[src/rtl/fetch_pkg.sv]
// Shared types and constants for the instruction-fetch sequencer.
package fetch_pkg;

  typedef enum logic [2:0] {
    IDLE,
    REQ,
    WAIT,
    HOLD,
    DRAIN
  } fetch_state_t;

  localparam int INSTR_WIDTH = 32;
  localparam int PC_INC      = 4;

endpackage

[src/rtl/fetch_ctrl.sv]
// Instruction-fetch sequencer: single-outstanding imem requests, one-entry
// decode buffer, and redirect handling that drains any stale in-flight response.
module fetch_ctrl
  import fetch_pkg::*;
#(
  parameter int                         ADDRESS_WIDTH = 32,
  parameter logic [ADDRESS_WIDTH-1:0]   RESET_VECTOR  = '0
) (
  input  logic                     clk,
  input  logic                     rst,
  input  logic [ADDRESS_WIDTH-1:0] pc,
  output logic [ADDRESS_WIDTH-1:0] pc_next,
  input  logic                     redirect_valid,
  input  logic [ADDRESS_WIDTH-1:0] redirect_target,
  output logic                     imem_req,
  output logic [ADDRESS_WIDTH-1:0] imem_addr,
  input  logic                     imem_gnt,
  input  logic                     imem_rvalid,
  input  logic [INSTR_WIDTH-1:0]   imem_rdata,
  output logic                     instr_valid,
  output logic [INSTR_WIDTH-1:0]   instr,
  output logic [ADDRESS_WIDTH-1:0] instr_pc,
  input  logic                     instr_ready
);

  localparam logic [ADDRESS_WIDTH-1:0] INC_AW   = ADDRESS_WIDTH'(PC_INC);
  localparam logic [ADDRESS_WIDTH-1:0] ALIGN_AW = ~ADDRESS_WIDTH'(3);

  fetch_state_t             state_q, state_d;
  logic [ADDRESS_WIDTH-1:0] req_pc_q, req_pc_d;
  logic [INSTR_WIDTH-1:0]   instr_q, instr_d;
  logic [ADDRESS_WIDTH-1:0] instr_pc_q, instr_pc_d;
  logic                     instr_valid_q, instr_valid_d;

  always_ff @(posedge clk or posedge rst) begin
    if (rst) begin
      state_q       <= IDLE;
      req_pc_q      <= '0;
      instr_q       <= '0;
      instr_pc_q    <= '0;
      instr_valid_q <= 1'b0;
    end else begin
      state_q       <= state_d;
      req_pc_q      <= req_pc_d;
      instr_q       <= instr_d;
      instr_pc_q    <= instr_pc_d;
      instr_valid_q <= instr_valid_d;
    end
  end

  always_comb begin
    state_d       = state_q;
    pc_next       = pc;
    imem_req      = 1'b0;
    req_pc_d      = req_pc_q;
    instr_d       = instr_q;
    instr_pc_d    = instr_pc_q;
    instr_valid_d = instr_valid_q;

    case (state_q)
      IDLE: begin
        pc_next = RESET_VECTOR;
        state_d = REQ;
      end
      REQ: begin
        imem_req = 1'b1;
        if (imem_gnt) begin
          req_pc_d = pc;
          pc_next  = pc + INC_AW;
          state_d  = WAIT;
        end
      end
      WAIT: begin
        if (imem_rvalid) begin
          instr_d       = imem_rdata;
          instr_pc_d    = req_pc_q;
          instr_valid_d = 1'b1;
          state_d       = HOLD;
        end
      end
      HOLD: begin
        if (instr_ready) begin
          instr_valid_d = 1'b0;
          state_d       = REQ;
        end
      end
      DRAIN: begin
        if (imem_rvalid) state_d = REQ;
      end
      default: state_d = IDLE;
    endcase

    // Redirect overrides everything; a response already in flight must be drained.
    if (redirect_valid) begin
      pc_next       = redirect_target & ALIGN_AW;
      instr_valid_d = 1'b0;
      instr_d       = instr_q;
      instr_pc_d    = instr_pc_q;
      case (state_q)
        REQ:     state_d = imem_gnt    ? DRAIN : REQ;
        WAIT:    state_d = imem_rvalid ? REQ   : DRAIN;
        DRAIN:   state_d = imem_rvalid ? REQ   : DRAIN;
        default: state_d = REQ;
      endcase
    end
  end

  assign imem_addr   = pc;
  assign instr_valid = instr_valid_q;
  assign instr       = instr_q;
  assign instr_pc    = instr_pc_q;

endmodule

[config.mk]
export PLATFORM = sky130hd
export DESIGN_NAME = fetch_ctrl
export DESIGN_NICKNAME = d
export VERILOG_FILES = /design/src/rtl/fetch_pkg.sv /design/src/rtl/fetch_ctrl.sv
export SDC_FILE = /design/constraint.sdc
export NUM_CORES = 1
export LEC_CHECK = 0
export ABC_AREA = 1
export CAP_MARGIN = 10
export CORE_MARGIN = 1
export CORE_UTILIZATION = 39
export DETAILED_ROUTE_END_ITERATION = 10
export PLACE_DENSITY = 0.79
export SYNTH_ARGS = -nofsm -noshare
export SYNTH_HDL_FRONTEND = slang
export SYNTH_SLANG_ARGS = --single-unit
[constraint.sdc]
create_clock -name clk -period 3.41 [get_ports clk]
set_input_delay 0.682 -clock clk [delete_from_list [all_inputs] [get_ports clk]]
set_output_delay 0.682 -clock clk [all_outputs]
set_load 0.005 [all_outputs]
[Word level (Yosys, flattened, before mapping)]
Index checks and enable logic that the tools add are counted.
Storage, ports and cells
  register bits: 100
  bits of input ports: 102
  output and inout bits: 130
  word-level logic and storage cells: 39
Operators by class
  reductions and logical operators: 7
  equality and inequality tests: 8
  $add $sub $neg: 1
  bitwise logic cells: 1
  muxes and demuxes: 17
Operators with widths (number)
  two-way mux 32 bit: 2
  case mux 32 bit (2 select lines): 1
  adder 32 x 3 -> 32 bit, second input constant: 1
  two-way mux 3 bit: 7
  case mux 3 bit (5 select lines): 1
  inequality test 3 bit, second input constant: 4
  == test 3 x 2 -> 1 bit, second input constant: 2
  case mux 3 bit (2 select lines): 1
  AND reduction 3 bit: 2
  two-way mux 1 bit: 4
  AND reduction 4 bit: 1
  == test 3 x 1 -> 1 bit, second input constant: 1
  == test 3 bit, second input constant: 1
  logical NOT 3 bit: 1
  nonzero test 3 bit: 1
  case mux 1 bit (2 select lines): 1
  AND reduction 2 bit: 1
  OR reduction 2 bit: 1
  NOT 1 bit: 1

[Depth between registers and ports, before layout]
  word-level depth: 4
  depth in mapped cells: 10
  gate-level depth less buffers: 10

[Worst setup path before layout]
Ideal clock, no wire load.
  kind: input to output
  start: input pc[2]
  end: output pc_next[22]
  path slack: 1.016 ns
  buffers on the path: 0
  cell stages on the path: 9
  arrival time: 1.712 ns
  data required time: 2.728 ns
  cell sequence: ha_1 nand2_1 nor2_1 nand2_1 nor2_4 nand3_1 o21ai_0 nand2_1 nand2_1
On the way
  longest elaborated chain between the ends: 4
Ends and longest elaborated chain
  from (decl): RTL line fetch_ctrl.sv:11  | input logic [ADDRESS_WIDTH-1:0] pc,
  adder 32 x 3 -> 32 bit: RTL line fetch_ctrl.sv:69  | pc_next = pc + INC_AW;
  two-way mux 32 bit: RTL line fetch_ctrl.sv:67  | if (imem_gnt) begin
  case mux 32 bit (2 select lines): RTL line fetch_ctrl.sv:60  | case (state_q)
  two-way mux 32 bit: RTL line fetch_ctrl.sv:94  | if (redirect_valid) begin
  to (decl): RTL line fetch_ctrl.sv:12  | output logic [ADDRESS_WIDTH-1:0] pc_next,
Every way passes these cells.

[Worst setup path after layout]
  start: input pc[6]
  end: output pc_next[28]
Same word-level chain as after synthesis.

==> key figures <==
Run status
  – Outcome: completed

Critical path
  – Crit path arrival time: 2630 ps
  – Critical path endpoint category: primary output
  – Buf+Inv Stages, Crit Path: 3
  – Crit path largest cell delay: 510 ps
  – Critical path peak fanout: 4
  – Family with the most delay on the worst path: buffers and inverters
  – Critical path class: primary input to primary output
  – Required time of the critical path: 2730 ps
  – Critical path's slowest cell: clkdlybuf4s50_1
  – Critical Path Source Type: primary input
  – CP Cell Sequence: clkdlybuf4s50_1 > nand2_2 > buf_4 > nor2_1 > nand3_2 > nor2_4 > nand3_1 > nand2_1 > nand3_1 > nand2_1 > clkdlybuf4s50_1

Pwr
  – PwrDens: 627.7 nW/µm²
  – Flop pwr share: 37.7%
  – Comb power frac: 42.9%
  – Leak pwr: 4.099 nW
  – Sw Share: 29.99%
  – Switching power total: 1.593 mW
  – Clock power frac: 19.4%
  – Pint: 3.719 mW
  – Maximum vdd ir drop: 0.3069 mV
  – Tot Pwr: 5.312 mW

Run
  – Maxcap violations: 0

Finish
  – Share of cells above drive strength 1: 18.26%
  – Area Overhead vs Synth: 54.44%
  – FF/Latch Area: 2502 µm²
  – Nets: 947
  – Area occupied by multi-input gates: 2487 µm²
  – Finished Core Util: 62.90%
  – Filler Cell Count: 1161

STA
  – Crit share post-route: 97.23%
  – Worst Hold Slack: 483.8 ps
  – Max-Slew Margin vs Limit: 60.66%
  – Slew Limit Fails: 0
  – Worst Tran Pin Value: 590.2 ps
  – Final Hold Fails: 0
  – Final setup fails: 0
  – Fmax: 301.6 MHz
  – RSZ-0062 raised after global routing: yes
  – Clk_skew: 10.28 ps
  – Total Neg Setup Slack: 0 ps
  – Minimum clock period: 3316 ps
  – Setup ws final: 94.37 ps

Yosys
  – Ys flop type: dfrtp_1
  – Largest family of logic cells by synthesized area: simple AND/OR/NAND/NOR gates
  – Synth Instances: 603
  – Post-synthesis sequential area ratio: 45.67%
  – Adder-Cell Fraction of Synth Area: 0.2284%
  – Synth Register Bits: 100
  – Synth Area in Compound Gates: 7.719%
  – Number of synthesized flops with an enable pin: 0
  – Warnings from Yosys: 0
  – Unique cell type count in the Yosys netlist: 33
  – Synth Area in Simple Gates: 20.51%
  – Async set-reset flop share out of synthesis: 100.0%
  – Post-Synth XOR/XNOR Area: 0.1599%
  – Mapped Area: 5479 µm²
  – Average size of a mapped cell: 9.086 µm²
  – Net count after synthesis: 706
  – Post-synthesis mux area share: 15.14%

Global routing
  – Vias in the first global route: 4786
  – Initial antenna violation count: 1
  – Total track usage: 23.00%
  – First-pass GRT wire length: 25670 µm
  – Grt ovf: 0
  – Largest net degree at the start of global routing: 56

Clock network
  – Clk_lat worst skew: 350 ps
  – CTS tree: yes
  – H-Tree Depth: 3
  – Clk slew on worst S/H paths: 70 ps
  – Clock root buffer: clkbuf_16
  – TritonCTS Sinks: 100
  – Clock tree buffer depth: 2
  – Num CTS Buffers: 9

Drt
  – ANT nets after route: 0
  – Via count: 5005
  – Vias per inst: 4.878
  – Drt pass-1 iters: 5
  – Final wirelength: 16260 µm
  – Avg WL per Cell: 15.85 µm
  – DRC: 0
  – DR iter-0 viols: 265

Die
  – Die Width: 120.5 µm
  – Die area: 14530 µm²
  – Core footprint: 13450 µm²
  – # rows: 42
  – Starting Density: 40.73%
  – Die H: 120.5 µm
  – IO Pins: 232

Placement
  – DPL Wire Length: 12680 µm
  – Routability cong.: 0.9073
  – Pre-CTS setup slack: -199.5 ps
  – Port bufs: 229

Hold path
  – Min-delay worst type: register to register
==> final cells by class <==
cell class	count	share of cell area (%)
tap	176	2.602
clock buffer	9	2.662
clock inverter	7	0.8576
multi-input combinational	398	29.40
antenna	1	0.02957
timing repair buffer	283	32.54
inverter	52	2.336
sequential	100	29.57
==> cells in the final DEF (no fill, tap or decap), drive strengths merged, types with 3 or more instances in the layout <==
| cell type | count |
|---|---|
| mux2 | 57 |
| dfrtp | 100 |
| clkbuf | 9 |
| a21oi | 9 |
| dlymetal6s2s | 14 |
| nand3 | 38 |
| nand3b | 5 |
| o21ai | 64 |
| nand4 | 9 |
| nand2 | 154 |
| nor3 | 4 |
| nor2 | 48 |
| buf | 54 |
| dlygate4sd2 | 3 |
| inv | 54 |
| clkdlybuf4s50 | 211 |
==> path summary, 6_finish.rpt <==
path	depth (start not counted)	endpoint	slack, ps	startpoint
min	2	req_pc_q[12]	480	req_pc_q[12]
max in group asynchronous	3	instr_pc[3]	1950	rst
min reg2reg	2	req_pc_q[12]	480	req_pc_q[12]
max reg2reg	6	instr[0]	1360	state_q[2]
max	11	pc_next[28]	90	pc[6]
min in group asynchronous	2	instr[11]	760	rst
==> through the flow <==
stage / cell area [µm²] / cells
5_1_grt: 8459 / 1025
3_5_place_dp: 8010 / 1005
4_1_cts: 8341 / 1022
3_3_place_gp: 8010 / 1005
6_report: 8462 / 1026
2_1_floorplan: 5479 / 603
==> repair_timing <==
| item | 4_1_cts | 5_1_grt |
|---|---|---|
| setup buffers | 1 | 3 |
| resized for setup | 14 | 32 |
| hold buffers | 0 | 0 |
| pin swaps | 5 | 8 |
| setup endpoints to repair | 23 | 23 |
==> state kept, by name (all words and copies together), names as in the netlist <==
signal	flops
req_pc_q	32
instr_pc	32
instr	32
instr_valid	1
state_q	3
==> per-layer routing <==
metal / GRT usage [%] / vias to the layer above / part of all wire, %
met5: 0 / - / 0
met4: 9.105 / 0 / 2.8
met3: 6.321 / 35 / 7.5
met2: 37.10 / 210 / 47
met1: 29.18 / 2335 / 43
li1: - / 2425 / -
==> kinds of logic after synthesis <==
| kind of cell | after synthesis |
|---|---|
| DFF | 100 |
| adders and majority gates | 1 |
| muxes | 57 |
| and+or+nand+nor | 259 |
| xor gates and xnor gates | 1 |
| AOI/OAI and AO/OA | 80 |
| buffers and inverters | 105 |
==> cell usage after synthesis, drive strengths merged, types with 2 or more instances <==
| cell type | instances | area (µm²) |
|---|---|---|
| nand2 | 154 | 583.1 |
| o21ai | 64 | 324.1 |
| dfrtp | 100 | 2502 |
| nand4 | 9 | 56.30 |
| nor3 | 4 | 20.02 |
| mux2 | 57 | 829.5 |
| a31oi | 2 | 12.51 |
| a32o | 2 | 20.02 |
| nand3 | 38 | 207.7 |
| inv | 52 | 195.2 |
| clkbuf | 9 | 33.78 |
| nor2 | 48 | 212.7 |
| buf | 44 | 350.3 |
| nand3b | 5 | 37.54 |
| a21oi | 9 | 45.04 |
==> worst reg2reg max path: cells and delay by family (launching register included) <==
kind	cells	cell delay, ps
DFF	1	420
buffers and inverters	2	480
muxes	1	330
and+or+nand+nor	3	690
==> power by group through the flow <==
stage | logic (mW) | registers, mW | clock network, mW
2_1_floorplan | 1.03 | 2.00 | 0
3_3_place_gp | 2.25 | 1.99 | 0
3_5_place_dp | 2.29 | 2.02 | 0
4_1_cts | 2.30 | 2.00 | 1.06
5_1_grt | 2.48 | 2.06 | 1.12
6_report | 2.28 | 2.00 | 1.03
Note: power is estimated with default switching activity, not from simulation.
